**src/rtl/pa_chip_param.sv**
```systemverilog
// pa_chip_param: shared encodings for the load/store controller.
// Contents: FSM state encodings (3 bits), access size encodings,
// error-cause encoding, default watchdog limit, alignment helper.
package pa_chip_param;

  localparam int unsigned STATE_W            = 3;
  localparam int unsigned SIZE_W             = 2;
  localparam int unsigned DATA_W             = 32;
  localparam int unsigned WDT_W              = 10;
  localparam int unsigned DEF_TIMEOUT_CYCLES = 255;

  typedef enum logic [STATE_W-1:0] {
    ST_IDLE = 3'd0,
    ST_REQ  = 3'd1,
    ST_RESP = 3'd2,
    ST_DONE = 3'd3,
    ST_ERR  = 3'd4
  } lsu_state_e;

  typedef enum logic [SIZE_W-1:0] {
    SZ_WORD = 2'b00,
    SZ_BYTE = 2'b01,
    SZ_HALF = 2'b10
  } lsu_size_e;

  typedef enum logic {
    CAUSE_MISALIGN = 1'b0,
    CAUSE_BUS      = 1'b1
  } lsu_cause_e;

  // Size 11 has no legal meaning and is reported as misaligned.
  function automatic logic is_misaligned(input logic [SIZE_W-1:0] size,
                                         input logic [1:0]        addr_lo);
    logic mis;
    case (size)
      SZ_WORD: mis = (addr_lo != 2'b00);
      SZ_BYTE: mis = 1'b0;
      SZ_HALF: mis = addr_lo[0];
      default: mis = 1'b1;
    endcase
    return mis;
  endfunction

endpackage

```
**src/rtl/pa_core_lsu_wdt.sv**
```systemverilog
// pa_core_lsu_wdt: bus-request watchdog counter.
// Ports: clk_i, rst_i (sync, active-high), clear_i (zero the count),
// enable_i (count this cycle), limit_i (cycles allowed),
// expired_o (this enabled cycle is the limit-th one).
module pa_core_lsu_wdt
  import pa_chip_param::*;
(
  input  logic             clk_i,
  input  logic             rst_i,
  input  logic             clear_i,
  input  logic             enable_i,
  input  logic [WDT_W-1:0] limit_i,
  output logic             expired_o
);

  logic [WDT_W-1:0] count_q;

  // Count holds the number of enabled cycles already elapsed.
  always_ff @(posedge clk_i) begin
    if (rst_i) begin
      count_q <= '0;
    end else if (clear_i) begin
      count_q <= '0;
    end else if (enable_i && !expired_o) begin
      count_q <= count_q + WDT_W'(1);
    end
  end

  assign expired_o = enable_i && (count_q == (limit_i - WDT_W'(1)));

endmodule

```
**src/rtl/pa_core_lsu_ctrl.sv**
```systemverilog
// pa_core_lsu_ctrl: load/store sequencer between execute and the bus master.
// Accepts one request at a time, checks alignment, runs the req/ack
// handshake with wait states, and reports done/misalign/bus-error pulses.
// Ports:
//   clk_i, rst_i (sync, active-high)
//   lsu_vld_i/lsu_load_i/lsu_store_i/lsu_size_i/lsu_addr_i, flush_i : request side
//   lsu_stall_o, lsu_phase_o, lsu_done_o, lsu_rdata_o,
//   lsu_misalign_o, lsu_buserr_o                                  : pipeline side
//   bus_req_o, bus_we_o, bus_addr_o, bus_ack_i, bus_err_i, bus_rdata_i : bus side
// Build option: PA_LSU_TIMEOUT_EN compiles in the REQ watchdog.
module pa_core_lsu_ctrl
  import pa_chip_param::*;
#(
  parameter int unsigned ADDR_WIDTH     = 32,
  parameter int unsigned TIMEOUT_CYCLES = DEF_TIMEOUT_CYCLES
) (
  input  logic                  clk_i,
  input  logic                  rst_i,
  input  logic                  lsu_vld_i,
  input  logic                  lsu_load_i,
  input  logic                  lsu_store_i,
  input  logic [SIZE_W-1:0]     lsu_size_i,
  input  logic [ADDR_WIDTH-1:0] lsu_addr_i,
  input  logic                  flush_i,
  output logic                  lsu_stall_o,
  output logic                  lsu_phase_o,
  output logic                  lsu_done_o,
  output logic [DATA_W-1:0]     lsu_rdata_o,
  output logic                  lsu_misalign_o,
  output logic                  lsu_buserr_o,
  output logic                  bus_req_o,
  output logic                  bus_we_o,
  output logic [ADDR_WIDTH-1:0] bus_addr_o,
  input  logic                  bus_ack_i,
  input  logic                  bus_err_i,
  input  logic [DATA_W-1:0]     bus_rdata_i
);

  if (TIMEOUT_CYCLES < 1 || TIMEOUT_CYCLES > 1023) begin : g_bad_timeout
    $error("pa_core_lsu_ctrl: TIMEOUT_CYCLES must be in 1..1023");
  end

  lsu_state_e            state_q, state_d;
  lsu_cause_e            cause_q;
  logic                  kill_q;
  logic                  we_q;
  logic [ADDR_WIDTH-1:0] addr_q;
  logic [DATA_W-1:0]     rdata_q;

  logic accept_c;
  logic misalign_c;
  logic wdt_expired;

  // Exactly one of load/store, and never during a flush.
  assign accept_c   = (state_q == ST_IDLE) && lsu_vld_i &&
                      (lsu_load_i ^ lsu_store_i) && !flush_i;
  assign misalign_c = is_misaligned(lsu_size_i, lsu_addr_i[1:0]);

`ifdef PA_LSU_TIMEOUT_EN
  // Held clear outside REQ, so every REQ entry starts from zero.
  pa_core_lsu_wdt u_wdt (
    .clk_i     (clk_i),
    .rst_i     (rst_i),
    .clear_i   (state_q != ST_REQ),
    .enable_i  (state_q == ST_REQ),
    .limit_i   (WDT_W'(TIMEOUT_CYCLES)),
    .expired_o (wdt_expired)
  );
`else
  assign wdt_expired = 1'b0;
`endif

  // State register.
  always_ff @(posedge clk_i) begin
    if (rst_i) begin
      state_q <= ST_IDLE;
    end else begin
      state_q <= state_d;
    end
  end

  // Next-state logic; bus error wins over a simultaneous ack.
  always_comb begin
    state_d = state_q;
    case (state_q)
      ST_IDLE: begin
        if (accept_c) begin
          state_d = misalign_c ? ST_ERR : ST_REQ;
        end
      end
      ST_REQ: begin
        if (bus_err_i) begin
          state_d = ST_ERR;
        end else if (bus_ack_i) begin
          state_d = we_q ? ST_DONE : ST_RESP;
        end else if (wdt_expired) begin
          state_d = ST_ERR;
        end
      end
      ST_RESP, ST_DONE, ST_ERR: state_d = ST_IDLE;
      default:                  state_d = ST_IDLE;
    endcase
  end

  // Output decode; a killed access completes on the bus but stays silent.
  always_comb begin
    lsu_stall_o    = 1'b0;
    lsu_phase_o    = 1'b0;
    lsu_done_o     = 1'b0;
    lsu_misalign_o = 1'b0;
    lsu_buserr_o   = 1'b0;
    bus_req_o      = 1'b0;
    case (state_q)
      ST_IDLE: lsu_stall_o = accept_c;
      ST_REQ: begin
        lsu_stall_o = 1'b1;
        bus_req_o   = 1'b1;
      end
      ST_RESP: begin
        lsu_phase_o = 1'b1;
        lsu_done_o  = !kill_q;
      end
      ST_DONE: lsu_done_o = !kill_q;
      ST_ERR: begin
        lsu_done_o     = !kill_q;
        lsu_misalign_o = (cause_q == CAUSE_MISALIGN);
        lsu_buserr_o   = (cause_q == CAUSE_BUS) && !kill_q;
      end
      default: ;
    endcase
  end

  // Request latch, error cause, load data capture and flush kill flag.
  always_ff @(posedge clk_i) begin
    if (rst_i) begin
      addr_q  <= '0;
      we_q    <= 1'b0;
      cause_q <= CAUSE_MISALIGN;
      rdata_q <= '0;
      kill_q  <= 1'b0;
    end else begin
      if (accept_c) begin
        addr_q <= lsu_addr_i;
        we_q   <= lsu_store_i;
      end
      if (state_d == ST_ERR) begin
        cause_q <= (state_q == ST_IDLE) ? CAUSE_MISALIGN : CAUSE_BUS;
      end
      // A flush in the ack cycle itself also blocks the capture.
      if ((state_q == ST_REQ) && bus_ack_i && !bus_err_i && !we_q &&
          !kill_q && !flush_i) begin
        rdata_q <= bus_rdata_i;
      end
      if (state_d == ST_IDLE) begin
        kill_q <= 1'b0;
      end else if ((state_q == ST_REQ) && flush_i) begin
        kill_q <= 1'b1;
      end
    end
  end

  assign bus_addr_o  = addr_q;
  assign bus_we_o    = we_q;
  assign lsu_rdata_o = rdata_q;

endmodule

```
**config.mk**
```make
export PLATFORM = sky130hd
export DESIGN_NAME = pa_core_lsu_ctrl
export DESIGN_NICKNAME = d
export VERILOG_FILES = /design/src/rtl/pa_chip_param.sv /design/src/rtl/pa_core_lsu_wdt.sv /design/src/rtl/pa_core_lsu_ctrl.sv
export SDC_FILE = /design/constraint.sdc
export NUM_CORES = 1
export LEC_CHECK = 0
export CORE_MARGIN = 4
export CORE_UTILIZATION = 41
export CTS_CLUSTER_SIZE = 24
export DETAILED_ROUTE_END_ITERATION = 8
export MAX_ROUTING_LAYER = met4
export PLACE_DENSITY = 0.84
export SLEW_MARGIN = 10
export SYNTH_ARGS = -nofsm -noshare
export SYNTH_HDL_FRONTEND = slang
export SYNTH_SLANG_ARGS = --single-unit
```
**constraint.sdc**
```tcl
create_clock -name clk_i -period 2.3 [get_ports clk_i]
set_clock_uncertainty 0.05 [all_clocks]
set_input_delay 0.345 -clock clk_i [delete_from_list [all_inputs] [get_ports clk_i]]
set_output_delay 0.345 -clock clk_i [all_outputs]
set_load 0.02 [all_outputs]
```
=== Yosys cells after proc, flatten, opt, wreduce, memory -nomap -nowiden ===
Index checks and enable logic that the tools add are counted.

* Register bits after elaboration: 70
* Input port bits: 74
* Memories: 0
* Bits in read-only memories: 0
* Word-level logic and storage cells: 49
* Output and inout bits: 71
* RAM bits: 0
* Latch bits: 0

* Equal/unequal tests: 7
* Multipliers: 0
* $add $sub $neg: 0
* Div/mod/pow operators: 0
* Reductions and logical operators: 20
* Mux-type cells: 14
* Order comparisons: 0
* Shift operators: 0
* Bitwise logic cells: 2

{| class="wikitable"
|+ Operators by type and width
! operator !! count
|-
| $mux W3 || 4
|-
| $logic_and A1 B1 Y1 || 10
|-
| $mux W1 || 7
|-
| $eq A3 B2 Y1 const B || 2
|-
| $eq A3 B3 Y1 const B || 2
|-
| $logic_not A3 Y1 || 2
|-
| $pmux W3 S2 || 1
|-
| $logic_not A1 Y1 || 4
|-
| $eq A3 B1 Y1 const B || 1
|-
| $pmux W1 S3 || 1
|-
| $reduce_or A3 Y1 || 1
|-
| $eq A2 B1 Y1 const B || 1
|-
| $eq A2 B2 Y1 const B || 1
|-
| $logic_not A2 Y1 || 1
|-
| $pmux W1 S2 || 1
|-
| $reduce_bool A2 Y1 || 1
|-
| $reduce_or A2 Y1 || 1
|-
| $not A1 Y1 || 1
|-
| $xor A1 B1 Y1 || 1
|}

=== Logic depth before layout (Yosys ltp) ===
Gate-level depths: netlist of the first run.

* Depth in word-level cells: 8
* Depth in mapped cells: 5
* Gate-level depth less buffers: 3

=== Least setup slack after synthesis of the first run ===
OpenSTA, ideal clock, no wires.

* Kind: input -> output
* Start: input port lsu_store_i
* End: output port lsu_stall_o
* Data arrival time: 1.594 ns
* Path buffers: 1
* Required time: 1.905 ns
* Stages on the path: 4
* Slack: 0.311 ns
* Cell sequence: xor2_1 -> clkbuf_1 -> a31oi_1 -> nor3_1

* Cells in the longest elaborated chain, start to end: 4

{| class="wikitable"
|+ Ends and longest elaborated chain
! what !! RTL line !! text
|-
| start, declared || pa_core_lsu_ctrl.sv:21 || <nowiki>input logic lsu_store_i,</nowiki>
|-
| $xor A1 B1 Y1 || pa_core_lsu_ctrl.sv:56 || <nowiki>(lsu_load_i ^ lsu_store_i) && !flush_i;</nowiki>
|-
| $logic_and A1 B1 Y1 || pa_core_lsu_ctrl.sv:55 || <nowiki>assign accept_c = (state_q == ST_IDLE) && lsu_vld_i &&</nowiki>
|-
| $logic_and A1 B1 Y1 || pa_core_lsu_ctrl.sv:56 ||
|-
| $pmux W1 S2 || pa_core_lsu_ctrl.sv:113 || <nowiki>case (state_q)</nowiki>
|-
| end, declared || pa_core_lsu_ctrl.sv:25 || <nowiki>output logic lsu_stall_o,</nowiki>
|}

Every way passes these cells.

=== Worst setup path in the final report of the first run ===
* Start: register state_q[0]
* End: output port bus_req_o

* Cells in the longest elaborated chain, start to end: 2

{| class="wikitable"
|+ Ends and longest elaborated chain
! what !! RTL line !! text
|-
| start, declared || pa_core_lsu_ctrl.sv:43 || <nowiki>lsu_state_e state_q, state_d;</nowiki>
|-
| start signal, assigned || pa_core_lsu_ctrl.sv:78 || <nowiki>state_q <= state_d;</nowiki>
|-
| $eq A3 B1 Y1 || pa_core_lsu_ctrl.sv:113 ||
|-
| $mux W1 || pa_core_lsu_ctrl.sv:113 ||
|-
| end, declared || pa_core_lsu_ctrl.sv:31 || <nowiki>output logic bus_req_o,</nowiki>
|}

Every way passes these cells.

==> reports/results.ini, run 1 <==
[logic_synthesis]
ys_seq_area_share_pct = 46.1
synth.distinct_cells = 31
synth_common_cells = 70 x dfxtp_1, 66 x nand2_1, 34 x inv_1
synth_top_cell_area_share_pct = 46.1
async_reset_ff_share_pct = 0
syn_area_per_cell_um2 = 9.20
synth_area_leaders = dfxtp_1 46%, mux2i_1 11%, a311oi_1 9.2%, a31o_2 9.2%, nand2_1 8.2%
yosysTopAreaCell = dfxtp_1
synthMostInstantiatedCell = dfxtp_1
ys_warn_count = 0
synth_area_um2 = 3040
synth_edf_count = 0
ys.flop_type = dfxtp_1
ys_ff_latch = 70
syn_inst = 330
syn-num-nets = 404

[cells_and_area]
syn_to_final_growth_pct = 59.7
register_area_um2 = 1400
antenna_cells = 0
multi_input_area_um2 = 1380
fillers = 585
nets = 540
drive_gt1_share_pct = 13.8

[worst_setup_path]
required_ps = 1900
worstSetupEndpointType = output port
setup.worst_path.class = reg -> out
cp-start-kind = flip-flop
reg2reg_to = lsu_rdata_o[24]
worstPathArrival_ps = 1840
crit_fanout = 6
r2r_cells = 4
r2r_setup_slack_ps = 410
r2r_start = state_q[0]

[timing]
max_freq_ghz = 0.448
holdWs_ps = 408
worst_slack_ps = 68.6
slew_viol_final = 0
final_hold_viol_count = 0
worst_slew_pin_slew_ps = 391
slew_headroom_pct = 73.9
final.min_clock_period_ps = 2230
rsz0062_at_grt = true
fin_crit_sh_pct = 97.0
setup_viol = 0

[outcome]
run_status = completed

[hold_path]
min_path_cells = 2
hold_path.startpoint = lsu_rdata_o[18]
holdCritPathClass = reg -> reg
holdPathEnd = lsu_rdata_o[18]

[floorplan]
die_x_um = 94.1
die_height_um = 94.1
coreArea_um2 = 7210
io_pins = 145
rows = 31
start_util_pct = 42.1
dieArea_um2 = 8850

[clocking]
clk_latency_ps = 320
numCtsBuffers = 9
h-tree-depth = 3
cts_sinks = 70
cts_tree = built
cts_buffer_depth = 2
cts.clk_slew.worst_paths_ps = 80
cts_root_buf = clkbuf_8

[place]
portBuffers = 144
post-place-ws_ps = -135
dpl.hpwl_mm = 6.17
place_congestion = 0.786

[drt]
avgRoutedWirePerCell_um = 15.2
drt-initial-drc-count = 98
first_pass_iters = 4
routed_wl_mm = 8.67
dr_total_vias = 2887
drc = 0
via_per_inst = 5.06
ant_nets = 0

[global_routing]
antenna_found_initial = 0
grt_pass1_wl_mm = 13.7
grt_max_degree = 51
overflow = 0
grt_pass1_vias = 2820
grt_usage_pct = 19.9

[pwr]
p_per_area_nw_per_um2 = 561
p_leak_nw = 1.73
ir_worst_vdd_v = 0.000346

[run]
maxCapViolations = 0

[power by group]
group | total [mW] | switching [mW] | internal [mW] | leakage (nW)
clock network | 1.05 | 0.430 | 0.621 | 0.109
registers | 1.26 | 0.0172 | 1.24 | 0.567
logic | 0.412 | 0.188 | 0.224 | 1.05
[routing by layer]
| layer | track usage (%) | routed length (um) |
|---|---|---|
| met5 | - | 0 |
| met3 | 3.21 | 349 |
| met2 | 34.1 | 4590 |
| met1 | 23.6 | 3590 |
| met4 | 7.10 | 143 |
[layout make-up]
| type | instances | share of cell area [%] |
|---|---|---|
| multi-input cells | 194 | 28.4 |
| clock buffers | 14 | 3.77 |
| repair buffers | 155 | 32.8 |
| inverters | 36 | 2.79 |
| flip-flops and latches | 70 | 28.9 |
| clock inverters | 2 | 0.774 |
| well taps | 99 | 2.55 |
[worst max-delay path: stages (launching register included)]
cell and delay [ps]:
dfxtp_1 440, nor3b_1 390, clkdlybuf4s50_1 680
[timing repair]
action	4_1_cts	5_1_grt
buffers inserted	0	0
setup endpoints to repair	1	3
hold buffers	0	0
gates resized for setup	1	3
[flip-flops by register name (all words and copies together), names as in the netlist]
register and flops:
lsu_rdata_o 32, bus_addr_o 32, cause_q 1, kill_q 1, state_q 3, bus_we_o 1
[stage by stage]
step                setup TNS, ps  cell area [um^2]  std cells  utilization (%)  power [mW]
finish                          0              4850        570             67.2        2.72
global route                -41.1              4850        570             67.2        2.84
global placement             -103              4620        554             64.1        1.69
CTS                             0              4840        570             67.1        2.76
detailed placement           -135              4620        554             64.1        1.70
floorplan                       0              3040        330                -        1.46
[cell families after synthesis]
logic type	count (synthesis)	share of synthesized area (%)
buf+inv	66	9.06
compound gates	76	21.1
xor+xnor	1	0.288
flops	70	46.1
simple gates	85	12.8
mux	32	10.5
[placed cells by master (no fill, tap or decap), types with 3 or more instances in the layout]
master             n
clkbuf_8          13
buf_4              6
a311oi_1          32
a31o_2            32
clkdlybuf4s50_1  141
dfxtp_1           69
nor3b_1            3
a21oi_1            3
inv_1             34
nand2b_1           3
nand2_1           66
nor2_1             4
buf_12             5
mux2i_1           32
[how the worst max path moves through the flow]
stage	start	end	slack, ps	depth (start not counted)
CTS	state_q[0]	bus_req_o	30	2
detailed placement	lsu_store_i	lsu_stall_o	-140	5
global route	state_q[0]	bus_req_o	-40	2
floorplan	lsu_store_i	lsu_stall_o	310	4
global placement	lsu_store_i	lsu_stall_o	-100	5
finish	state_q[0]	bus_req_o	70	2
Note: power is estimated with default switching activity, not from simulation.
==> run 2: changes to the inputs <==
--- a/config.mk
+++ b/config.mk
@@ -11,7 +11,6 @@
 export DETAILED_ROUTE_END_ITERATION = 8
 export MAX_ROUTING_LAYER = met4
 export PLACE_DENSITY = 0.84
-export SLEW_MARGIN = 10
 export SYNTH_ARGS = -nofsm -noshare
 export SYNTH_HDL_FRONTEND = slang
 export SYNTH_SLANG_ARGS = --single-unit
==> results of run 2 <==
Final layout, timing and power as in run 1 (identical DEF).
==> variant 1, RTL diff (flow settings as in run 2) <==
The option `PA_LSU_TIMEOUT_EN` is turned on by a define.
--- a/src/rtl/pa_core_lsu_ctrl.sv
+++ b/src/rtl/pa_core_lsu_ctrl.sv
@@ -8,6 +8,8 @@
 //   lsu_misalign_o, lsu_buserr_o                                  : pipeline side
 //   bus_req_o, bus_we_o, bus_addr_o, bus_ack_i, bus_err_i, bus_rdata_i : bus side
 // Build option: PA_LSU_TIMEOUT_EN compiles in the REQ watchdog.
+`define PA_LSU_TIMEOUT_EN
+
 module pa_core_lsu_ctrl
   import pa_chip_param::*;
 #(
Formal check against the unedited RTL: same outputs for any inputs over 10 cycles, from zero or initial values and one cycle with rst_i high; that may be too few to reach the edited logic, so the function may still have changed.
==> variant 1 against run 2 <==
Maximum frequency increased by 3.0%; core utilization increased by 0.94 points; wire length decreased by 2.7%; setup slack improved by 0.064 ns; area after synthesis decreased by 0.99%; sequential cell count increased by 10; cell area decreased by 2.4%; total power about the same; non-clock buffer count decreased by 4; synthesized cell count increased by 15%; critical endpoint is now lsu_misalign_o.
==> variant 1: results (changes against run 2) <==
- Vias in the first global route: 2844 (+0.85%)
- Clock Latency Late Sink: 0.33 ns
- Dpl cell area: 4540 sq um (-1.8%)
- Placed Instances: 601 (+8.5%)
- Fraction of layout cells with a size suffix above 1: 5.38% (-8.4 points)
- PD cells: 575 nW/um^2 (+2.5%)
- Hold/Removal Path Class: flip-flop to flip-flop
- Syn Nets: 454 (+12%)
- Inverters: 3 (-92%)
- Yosys cell types: 37 (+19%)
- Ant. Diodes: 1 (+1)
- Initial antenna violation count: 1 (+1)
- Worst r2r src: state_q[2]$_SDFF_PP0_
- Clk tree area frac: 3.91% (-0.63 points)
- Gr usage total: 19.2% (-0.69 points)
- Multi-input gates: 271 (+40%)
- Largest net degree at the start of global routing: 70 (+37%)
- Post-Synth Adder-Cell Area: 0.832% (+0.83 points)
- Area of the multi-input gates: 1290 sq um (-5.9%)
- Dominant cells by area after synthesis: dfxtp_1 (53%), nand2_1 (17%), a21oi_1 (12%)
- Reg2reg path depth: 5 (+1)
- Final std cells w/o fill: 617 (+8.2%)
- Arr. time, crit path: 1.77 ns (-0.07 ns)
- Layout fillers: 576 (-1.5%)
- Max FO, Critical Path: 4 (-2)
- Setup bufs post-CTS: 0 (unchanged)
- Min-delay src: bus_addr_o[4]$_SDFFE_PP0N_
- CTS resizes: 2 (+1)
- Outcome: finished, final reports clean
- Synthesized area per cell: 7.95 sq um (-14%)
- Detailed-placement wirelength estimate: 6160 um (-0.18%)
- Sequential cell area: 1600 sq um (+14%)
- Worst-Margin Slew: 0.713 ns (+0.322 ns)
- Commonest cells post-synth: nand2_1 (137), dfxtp_1 (80), a21oi_1 (70)
- R2R setup slack: 0.41 ns (about the same)
- Post-synthesis compound-gate area fraction: 14.8% (-6.4 points)
- Synth Area in XOR/XNOR: 1.75% (+1.5 points)
- Clock buffers: 9 (-5)
- Clk root buf: clkbuf_8
- Ys Warns: 0 (unchanged)
- Nets: 592 (+9.6%)
- First-pass GRT wire length: 13000 um (-5.1%)
- Synth Cell Area: 3010 sq um (-0.99%)
- Proportion of synthesized area in mux cells: 0% (-11 points)
- DR iter-0 viols: 120 (+22%)
- Peak VDD IR: 0.000383 V (+11%)
- WL final: 8430 um (-2.7%)
- Hold Path Sink: bus_addr_o[4]$_SDFFE_PP0N_
- Worst path slowest cell: clkdlybuf4s50_1
- Vias: 3007 (+4.2%)
- Non-clk buf share: 32.0% (-0.75 points)
- Async S/R FF share, synth: 0% (unchanged)
- Sequential cell count: 80 (+14%)
- Register area share after synthesis: 53.3% (+7.1 points)
- Leak: 1.65 nW (-4.3%)
- CP max stage delay: 0.64 ns (-0.04 ns)
- Global placer's final weighted congestion: 0.815 (+3.7%)
- Non-CTS buffers: 151 (-2.6%)
- Reg2reg end: lsu_rdata_o[19]$_SDFFE_PP0P_
-- variant 1: cell types whose count changed after synthesis, moves of 10 or more --
cell	change
a311oi_1	-32
a31o_2	-32
a21oi_1	+67
mux2i_1	-32
nand2_1	+71
inv_1	-31
dfxtp_1	+10
-- variant 1: report_power, final --
group / internal [mW] / switching, mW
combinational: 0.183 / 0.132
sequential: 1.41 / 0.0138
clock: 0.492 / 0.490
-- variant 1: worst register-to-register path: stages (launching register included) --
cell and delay (ns):
dfxtp_1 0.37, or3b_4 0.50, or3b_1 0.40, buf_4 0.24
nand2_1 0.11, a21oi_1 0.06
-- variant 1: how the worst max path moves through the flow --
stage	slack, ns	cells after the start	from	to
after floorplan	0.58	6	u_wdt.count_q[0]$_SDFFE_PP0P_	u_wdt.count_q[5]$_SDFFE_PP0P_
after global placement	0.08	5	lsu_store_i	lsu_stall_o
after detailed placement	0.07	5	lsu_store_i	lsu_stall_o
after CTS	0.04	4	state_q[1]$_SDFF_PP0_	lsu_done_o
after global routing	0.04	4	state_q[1]$_SDFF_PP0_	lsu_misalign_o
final	0.13	4	state_q[1]$_SDFF_PP0_	lsu_misalign_o
-- variant 1: per-layer routing --
metal  vias up  global-route usage (%)  share of wire (%)  routed length, um
met4         0                    7.34                1.8                154
met5         -                       -                  0                  0
met1      1346                    22.4                 44               3710
li1       1518                       -                  -                  -
met3        15                    6.68                9.4                789
met2       128                    30.5                 45               3780
-- variant 1: metrics by stage --
| stage | hold slack, ns | setup slack (ns) |
|---|---|---|
| global route | 0.423 | 0.0364 |
| detailed placement | 0.396 | 0.0658 |
| finish | 0.404 | 0.133 |
| floorplan | 0.402 | 0.579 |
| global placement | 0.390 | 0.0808 |
| CTS | 0.406 | 0.0370 |
==> variant 2, RTL diff (settings of run 2) <==
Without the edit above. Re-encode `lsu_state_e` (5 states) as one-hot, 5 bits wide.
--- a/src/rtl/pa_chip_param.sv
+++ b/src/rtl/pa_chip_param.sv
@@ -9,12 +9,12 @@
   localparam int unsigned WDT_W              = 10;
   localparam int unsigned DEF_TIMEOUT_CYCLES = 255;
 
-  typedef enum logic [STATE_W-1:0] {
-    ST_IDLE = 3'd0,
-    ST_REQ  = 3'd1,
-    ST_RESP = 3'd2,
-    ST_DONE = 3'd3,
-    ST_ERR  = 3'd4
+  typedef enum logic [4:0] {
+    ST_IDLE = 5'b00001,
+    ST_REQ  = 5'b00010,
+    ST_RESP = 5'b00100,
+    ST_DONE = 5'b01000,
+    ST_ERR  = 5'b10000
   } lsu_state_e;
 
   typedef enum logic [SIZE_W-1:0] {
Check against the original RTL: same outputs for any inputs over 10 cycles, from zero or initial values and one cycle with rst_i high; not proved beyond that.
==> variant 2 against run 2 <==
Critical path type unchanged; total power decreased by 2.7%; cell area increased by 1.3%; sequential share of layout area increased by 0.43 points; clock power decreased by 8%; wire length increased by 1.8%; count of clock-buffer cells in the layout decreased by 5; cell count increased by 2.1%; area after synthesis increased by 6.1%; largest power group unchanged; setup slack improved by 0.022 ns; sequential cell count increased by 2.
==> variant 2: results (changes against run 2) <==
- Ant. Diodes: 0 (unchanged)
- Met2 routed wirelength: 4180 um (-8.8%)
- Register area share after synthesis: 44.8% (-1.4 points)
- Worst slack at placement: -0.0552 ns (+0.0803 ns)
- Synth Flop Type: dfxtp_1
- First-pass GRT wire length: 14600 um (+6.6%)
- Slew headroom: 71.1% (-2.8 points)
- CP top delay family: buffers and inverters
- Commonest cells post-synth: dfxtp_1 (72), nand2_1 (67), inv_1 (34)
- Initial antenna violation count: 0 (unchanged)
- Drt pass-1 iters: 4 (unchanged)
- Met3 WL: 475 um (+36%)
- DR vias/cell: 5.08 (+0.24%)
- Gr usage total: 19.4% (-0.43 points)
- Synthesized area per cell: 9.39 sq um (+2.0%)
- Nets: 549 (+1.7%)
- Dpl cell area: 4710 sq um (+1.9%)
- Ys Warns: 0 (unchanged)
- Port Buffers: 144 (unchanged)
- Yosys cell types: 39 (+26%)
- Clock Latency Late Sink: 0.33 ns
- Dominant cells by area after synthesis: dfxtp_1 (45%), mux2i_1 (10%), a311oi_1 (9.0%)
- Hold/Removal Path Class: flip-flop to flip-flop
- Fraction of layout cells with a size suffix above 1: 7.92% (-5.9 points)
- Layout fillers: 628 (+7.4%)
- Largest net degree at the start of global routing: 98 (+92%)
- CTS resizes: 2 (+1)
- Worst Hold Path Cells: 2 (unchanged)
- Max FO, Critical Path: 5 (-1)
- Global placer's final weighted congestion: 0.869 (+11%)
- Avg WL per Cell: 15.2 um (-0.31%)
- Min-delay src: lsu_rdata_o[5]$_SDFFE_PP0P_
- Leak: 1.73 nW (+0.31%)
- Placed Instances: 566 (+2.2%)
- Crit path from: state_q[1]$_SDFF_PP0_
- Worst r2r src: state_q[4]$_SDFF_PP0_
- Reg2reg path depth: 5 (+1)
- Vias in the first global route: 2972 (+5.4%)
- Sw Ratio: 25.2% (+1.8 points)
- CP max stage delay: 0.59 ns (-0.09 ns)
- H-tree Lvls: 3 (unchanged)
- Peak VDD IR: 0.000291 V (-16%)
- DR iter-0 viols: 151 (+54%)
- Arr. time, crit path: 1.81 ns (-0.03 ns)
- Outcome: finished, final reports clean
- M1 wire length: 4070 um (+13%)
- Clk root buf: clkbuf_8
- Async S/R FF share, synth: 0% (unchanged)
- Final std cells w/o fill: 582 (+2.1%)
- Detailed-placement wirelength estimate: 6260 um (+1.5%)
- Syn Nets: 417 (+3.2%)
==> variant 2: cell types whose count changed in the layout (fill, tap and decap cells not counted), sizes merged, moves of 2 or more <==
| cell | change |
|---|---|
| inv | +2 |
| clkbuf | -5 |
| nor3b | -3 |
| nand2 | +2 |
| a31oi | -2 |
| clkdlybuf4s50 | -2 |
| nor4 | +3 |
| clkinv | +3 |
| dfxtp | +2 |
==> variant 2: final cells by class <==
cell class	instances	area (sq um)	area share (%)
clock inverters	7	70.1	1.43
multi-input cells	201	1450	29.6
repair buffers	155	1560	31.8
clock buffers	9	124	2.52
well taps	102	128	2.60
inverters	36	135	2.75
flip-flops and latches	72	1440	29.4
==> variant 2: final timing paths <==
path                                                     end  slack [ns]
worst max-delay path                               bus_req_o        0.09
worst min-delay path             lsu_rdata_o[5]$_SDFFE_PP0P_        0.41
worst min register to register   lsu_rdata_o[5]$_SDFFE_PP0P_        0.41
worst max register to register  lsu_rdata_o[29]$_SDFFE_PP0P_        0.31
==> variant 2: kinds of logic after synthesis <==
logic type                after synthesis  share of synthesized area [%]
AOI/OAI and AO/OA                      76                           20.2
xor gates and xnor gates                2                          0.777
buffers and inverters                  70                           11.2
DFF                                    72                           44.8
muxes                                  33                           10.3
and+or+nand+nor                        90                           12.8
==> variant 2: power by group through the flow <==
stage	logic (mW)	clock network [mW]	registers (mW)
finish	0.389	0.968	1.29
detailed placement	0.390	0	1.32
floorplan	0.149	0	1.34
CTS	0.392	1.00	1.29
global placement	0.384	0	1.32
global route	0.421	1.06	1.29
==> variant 2: routing by layer <==
metal | vias up | global-route usage (%)
li1 | 1477 | -
met1 | 1357 | 24.6
met2 | 112 | 30.8
met3 | 9 | 4.76
met4 | 0 | 5.83
met5 | - | -
